$ cat config.mk
export PLATFORM = sky130hd
export DESIGN_NAME = ctrl_input_load
export DESIGN_NICKNAME = d
export VERILOG_FILES = /design/src/rtl/conv_pkg.sv /design/src/rtl/wr_addr_cnt.sv /design/src/rtl/ctrl_input_load.sv
export SDC_FILE = /design/constraint.sdc
export NUM_CORES = 1
export LEC_CHECK = 0
export BUFFER_PORTS_ARGS = -buffer_cell sky130_fd_sc_hd__buf_2
export CORE_MARGIN = 3
export CORE_UTILIZATION = 39
export CTS_CLUSTER_DIAMETER = 100
export DETAILED_ROUTE_END_ITERATION = 8
export GPL_TIMING_DRIVEN = 0
export PLACE_DENSITY_LB_ADDON = 0.08
export SLEW_MARGIN = 40
export SYNTH_ARGS = -nofsm -noshare
export SYNTH_HDL_FRONTEND = slang
export SYNTH_SLANG_ARGS = --single-unit
$ cat constraint.sdc
create_clock -name clk -period 3.9 [get_ports clk]
set_input_delay 0.195 -clock clk [delete_from_list [all_inputs] [get_ports clk]]
set_output_delay 0.195 -clock clk [all_outputs]
set_load 0.005 [all_outputs]
$ cat src/rtl/conv_pkg.sv
//------------------------------------------------------------------------------
// conv_pkg : shared types and default sizes for the convolution control path
// Revision : 1.0
//------------------------------------------------------------------------------
`default_nettype none

package conv_pkg;

    typedef enum logic {
        LOAD = 1'b0,
        RUN  = 1'b1
    } load_state_t;

    localparam int C_DEF_T                = 8;
    localparam int C_DEF_X_MEM_SIZE       = 8;
    localparam int C_DEF_F_MEM_SIZE       = 4;
    localparam int C_DEF_X_MEM_ADDR_WIDTH = 3;
    localparam int C_DEF_F_MEM_ADDR_WIDTH = 2;

endpackage : conv_pkg

`default_nettype wire

$ cat src/rtl/wr_addr_cnt.sv
//------------------------------------------------------------------------------
// wr_addr_cnt : wrapping write-address counter with sticky full flag
// Revision    : 1.0
//------------------------------------------------------------------------------
`default_nettype none

module wr_addr_cnt #(
    parameter int SIZE  = 8,
    parameter int WIDTH = 3
) (
    input  logic             clk,
    input  logic             reset,
    input  logic             inc,
    input  logic             clr,
    output logic [WIDTH-1:0] cnt,
    output logic             full,
    output logic             wrap
);

    localparam logic [WIDTH-1:0] C_LAST = WIDTH'(SIZE - 1);

    // wrap marks the increment that completes the set this cycle
    assign wrap = inc && (cnt == C_LAST);

    always_ff @(posedge clk or negedge reset) begin
        if (!reset) begin
            cnt  <= '0;
            full <= 1'b0;
        end else begin
            if (inc) begin
                cnt <= wrap ? '0 : cnt + WIDTH'(1);
            end
            // clear wins so a set completed on the RUN entry edge is not left full
            if (clr) begin
                full <= 1'b0;
            end else if (wrap) begin
                full <= 1'b1;
            end
        end
    end

endmodule : wr_addr_cnt

`default_nettype wire

$ cat src/rtl/ctrl_input_load.sv
//------------------------------------------------------------------------------
// ctrl_input_load : loads x samples and f coefficients, then holds conv_start
// Revision        : 1.0
//------------------------------------------------------------------------------
`default_nettype none

module ctrl_input_load
    import conv_pkg::*;
#(
    parameter int T                = C_DEF_T,
    parameter int X_MEM_SIZE       = C_DEF_X_MEM_SIZE,
    parameter int F_MEM_SIZE       = C_DEF_F_MEM_SIZE,
    parameter int X_MEM_ADDR_WIDTH = C_DEF_X_MEM_ADDR_WIDTH,
    parameter int F_MEM_ADDR_WIDTH = C_DEF_F_MEM_ADDR_WIDTH
) (
    input  logic                        clk,
    input  logic                        reset,
    input  logic [T-1:0]                s_data_in_x,
    input  logic                        s_valid_x,
    output logic                        s_ready_x,
    input  logic [T-1:0]                s_data_in_f,
    input  logic                        s_valid_f,
    output logic                        s_ready_f,
    output logic                        xmem_wr_en,
    output logic [X_MEM_ADDR_WIDTH-1:0] xmem_wr_addr,
    output logic [T-1:0]                xmem_wr_data,
    output logic                        fmem_wr_en,
    output logic [F_MEM_ADDR_WIDTH-1:0] fmem_wr_addr,
    output logic [T-1:0]                fmem_wr_data,
    output logic                        conv_start,
    input  logic                        conv_done
);

    load_state_t                 r_state;
    load_state_t                 w_state_nxt;
    logic                        w_enter_run;
    logic [X_MEM_ADDR_WIDTH-1:0] w_x_cnt;
    logic [F_MEM_ADDR_WIDTH-1:0] w_f_cnt;
    logic                        w_x_full;
    logic                        w_f_full;
    logic                        w_x_wrap;
    logic                        w_f_wrap;

    always_ff @(posedge clk or negedge reset) begin
        if (!reset) begin
            r_state <= LOAD;
        end else begin
            r_state <= w_state_nxt;
        end
    end

    // a beat accepted on this very edge counts towards completion
    always_comb begin
        w_state_nxt = r_state;
        case (r_state)
            LOAD: begin
                if ((w_x_full || w_x_wrap) && (w_f_full || w_f_wrap)) begin
                    w_state_nxt = RUN;
                end
            end
            RUN: begin
                if (conv_done) begin
                    w_state_nxt = LOAD;
                end
            end
            default: w_state_nxt = LOAD;
        endcase
    end

    // readies are gated by the reset input so they drop the moment reset asserts
    always_comb begin
        s_ready_x  = reset && (r_state == LOAD) && !w_x_full;
        s_ready_f  = reset && (r_state == LOAD) && !w_f_full;
        conv_start = (r_state == RUN);
    end

    assign w_enter_run  = (r_state == LOAD) && (w_state_nxt == RUN);

    assign xmem_wr_en   = s_valid_x && s_ready_x;
    assign xmem_wr_addr = w_x_cnt;
    assign xmem_wr_data = s_data_in_x;

    assign fmem_wr_en   = s_valid_f && s_ready_f;
    assign fmem_wr_addr = w_f_cnt;
    assign fmem_wr_data = s_data_in_f;

    wr_addr_cnt #(
        .SIZE  (X_MEM_SIZE),
        .WIDTH (X_MEM_ADDR_WIDTH)
    ) u_x_cnt (
        .clk   (clk),
        .reset (reset),
        .inc   (xmem_wr_en),
        .clr   (w_enter_run),
        .cnt   (w_x_cnt),
        .full  (w_x_full),
        .wrap  (w_x_wrap)
    );

    wr_addr_cnt #(
        .SIZE  (F_MEM_SIZE),
        .WIDTH (F_MEM_ADDR_WIDTH)
    ) u_f_cnt (
        .clk   (clk),
        .reset (reset),
        .inc   (fmem_wr_en),
        .clr   (w_enter_run),
        .cnt   (w_f_cnt),
        .full  (w_f_full),
        .wrap  (w_f_wrap)
    );

endmodule : ctrl_input_load

`default_nettype wire

==> impl_metrics.py <==
metrics = {
    "layout": {
        "final_cells": 101,
        "synthToLayoutAreaGrowth_pct": 37.1,
        "design.final.nets": 113,
        "multi_input_area_um2": 211,
        "regArea_um2": 200,
        "filler_cell_count": 108,
        "antenna_cells_inserted": 0,
        "post_route_cells_drive_above_1_share": 0.621,
        "layout.cells.most_common": "buf_2",
        "mostFrequentLayoutCells": "buf_2 (30), buf_4 (16), dfrtp_1 (8)",
    },
    "floorplan": {
        "floorplan.die_area_mm2": 0.00186,
        "std_cell_rows": 12,
        "effective_utilization_at_floorplan": 0.449,
        "placeableCoreArea_mm2": 0.00120,
        "die-width_um": 43.2,
        "i_o_pin_count": 47,
        "die_h_um": 43.2,
    },
    "clock_network": {
        "h_tree_depth": 1,
        "clock_insertion_delay_worst_skew_ns": 0.25,
        "cts_repair_resize_count": 0,
        "clk_pin_slew_ns": 0.05,
        "cts.path.max_buffers": 2,
        "postCtsSetupRepairBufs": 0,
        "clk_root_buffer_cell": "clkbuf_4",
        "post_cts_hold_fix_bufs": 1,
        "cts-buffers-inserted": 3,
        "number_of_sinks_on_the_clock_net": 8,
        "clock_tree_from_tritoncts": "done",
    },
    "grt": {
        "grt_start_max_net_pins": 12,
        "grt_first_pass_wirelength_mm": 1.68,
        "grt_use_total": 0.120,
        "number_of_antenna_violations_at_the_first_check_in_global_routing": 0,
        "first_global_vias": 437,
        "grt_overflow": 0,
    },
    "worst_setup_path": {
        "worst_setup_path_end_kind": "output pin",
        "required_ns": 3.70,
        "timing.reg2reg.setup_slack_ns": 2.56,
        "worst_ep_arrival_time_ns": 1.45,
        "critical_path.max_fanout": 11,
        "critical_path_class": "primary input to output pin",
        "critPathLaunchType": "primary input",
        "worstRegToRegCells": 3,
        "regToRegStartpoint": "conv_start",
        "timing.rr.end": "u_f_cnt.cnt[0]",
    },
    "route": {
        "route.final.wire_length_mm": 1.00,
        "route.vias.total": 467,
        "post_drt_via_cell_ratio": 4.62,
        "detail-route-antenna-nets": 0,
        "first_pass_iters": 4,
        "detail_route.wl_per_cell_um": 9.90,
        "drt_iter0_drc": 4,
        "drc": 0,
    },
    "timing": {
        "hold_violations": 0,
        "setup_total_negative_slack_ns": 0,
        "min_period_over_period": 0.423,
        "final.setup_skew_ns": 0.00568,
        "max_freq_ghz": 0.607,
        "final_setup_violating_endpoints": 0,
        "transition_time_of_the_tightest_slew_check_pin_ns": 0.285,
        "slew-limit-headroom": 0.809,
        "grt_setup_unrepaired": "false",
        "period_minus_slack_ns": 1.65,
        "holdWs_ns": 0.210,
        "drv_slew": 0,
    },
    "worst_hold_path": {
        "worst_hold_path_type": "primary input to flop",
        "min_delay_path_depth": 3,
        "hold_path.startpoint": "conv_done",
        "min_delay_worst_endpoint": "conv_start",
    },
    "synthesis": {
        "syn-cell-area_um2": 539,
        "synth-seq-area-share": 0.371,
        "syn_area_per_cell_um2": 10.2,
        "yosys_warnings": 0,
        "yosys_register_bits": 8,
        "yosys.cell_types.count": 20,
        "netlist_instances": 53,
        "synth_fp_nets": 77,
    },
    "flow_run": {
        "maxCapViolations": 0,
    },
    "power": {
        "power_density_mw_per_mm2": 469,
        "power_w": 0.000346,
        "peakVddDrop_v": 0.000291,
        "power.static_leakage_nw": 0.419,
    },
    "placed_design": {
        "port_buffers": 30,
        "place_inst": 97,
        "place_congestion": 0.688,
    },
    "run_status": {
        "outcome": "complete, no violations",
    },
}
==> per-stage QoR <==
stage          cell area, um^2   util  setup slack, ns
2_1_floorplan              539      -             2.59
6_report                   739  0.616             2.25
3_3_place_gp               707  0.589             2.56
4_1_cts                    739  0.616             2.22
3_5_place_dp               707  0.589             2.55
5_1_grt                    739  0.616             2.12
==> where the power goes <==
part           switching [W]  internal [W]
clock network      0.0000269     0.0000351
logic              0.0000591     0.0000816
registers          0.0000289      0.000115
total               0.000115      0.000231
==> cell type report <==
type	count	share of cell area
Timing Repair Buffer	31	0.217
Tap cell	14	0.0237
Clock buffer	3	0.0305
Buffer	16	0.162
Multi-Input combinational cell	27	0.286
Sequential cell	8	0.271
Inverter	2	0.0102
==> Yosys cell counts (all sizes together) <==
master / count / area share
a31o: 1 / 0.016
a21oi: 1 / 0.0093
o31ai: 1 / 0.014
nand2b: 4 / 0.060
nand2: 2 / 0.014
o21a: 1 / 0.014
nor3b: 1 / 0.035
nand4bb: 1 / 0.021
mux2: 2 / 0.042
a21o: 1 / 0.014
dfrtp: 8 / 0.37
nor3: 1 / 0.0093
o21ai: 2 / 0.019
buf: 16 / 0.22
nor2: 3 / 0.021
inv: 2 / 0.014
nor2b: 1 / 0.012
ha: 3 / 0.070
a31oi: 2 / 0.023
==> flip-flops by register name, indices dropped and copies added (netlist names) <==
name          count
conv_start        1
u_f_cnt.cnt       2
u_f_cnt.full      1
u_x_cnt.cnt       3
u_x_cnt.full      1
==> worst max-delay path, cell delays in order <==
cell and delay [ns]:
dlygate4sd3_1 0.52, buf_2 0.25, nand4bb_1 0.28, inv_1 0.10
buf_2 0.11
==> logic make-up after synthesis <==
logic type	share of synthesized area
buffers and inverters	0.237
and+or+nand+nor	0.172
AOI/OAI and AO/OA	0.109
DFF	0.371
adders and majority gates	0.0696
muxes	0.0418
==> layer usage <==
layer,vias to the layer above,GRT usage,part of all wire
li1,235,-,-
met1,194,0.145,0.37
met2,38,0.177,0.44
met3,0,0.0847,0.19
met4,0,0.0181,0
met5,-,0,0
==> worst max path at each step <==
stage	from	end	slack (ns)	cells after the start
finish	reset	xmem_wr_en	2.25	5
global route	reset	xmem_wr_en	2.12	5
CTS	reset	xmem_wr_en	2.22	5
detailed placement	conv_start	u_f_cnt.cnt[0]	2.55	3
global placement	conv_start	u_f_cnt.cnt[0]	2.56	3
floorplan	conv_start	u_f_cnt.cnt[0]	2.59	3
Power figures use the tool's default switching activity.
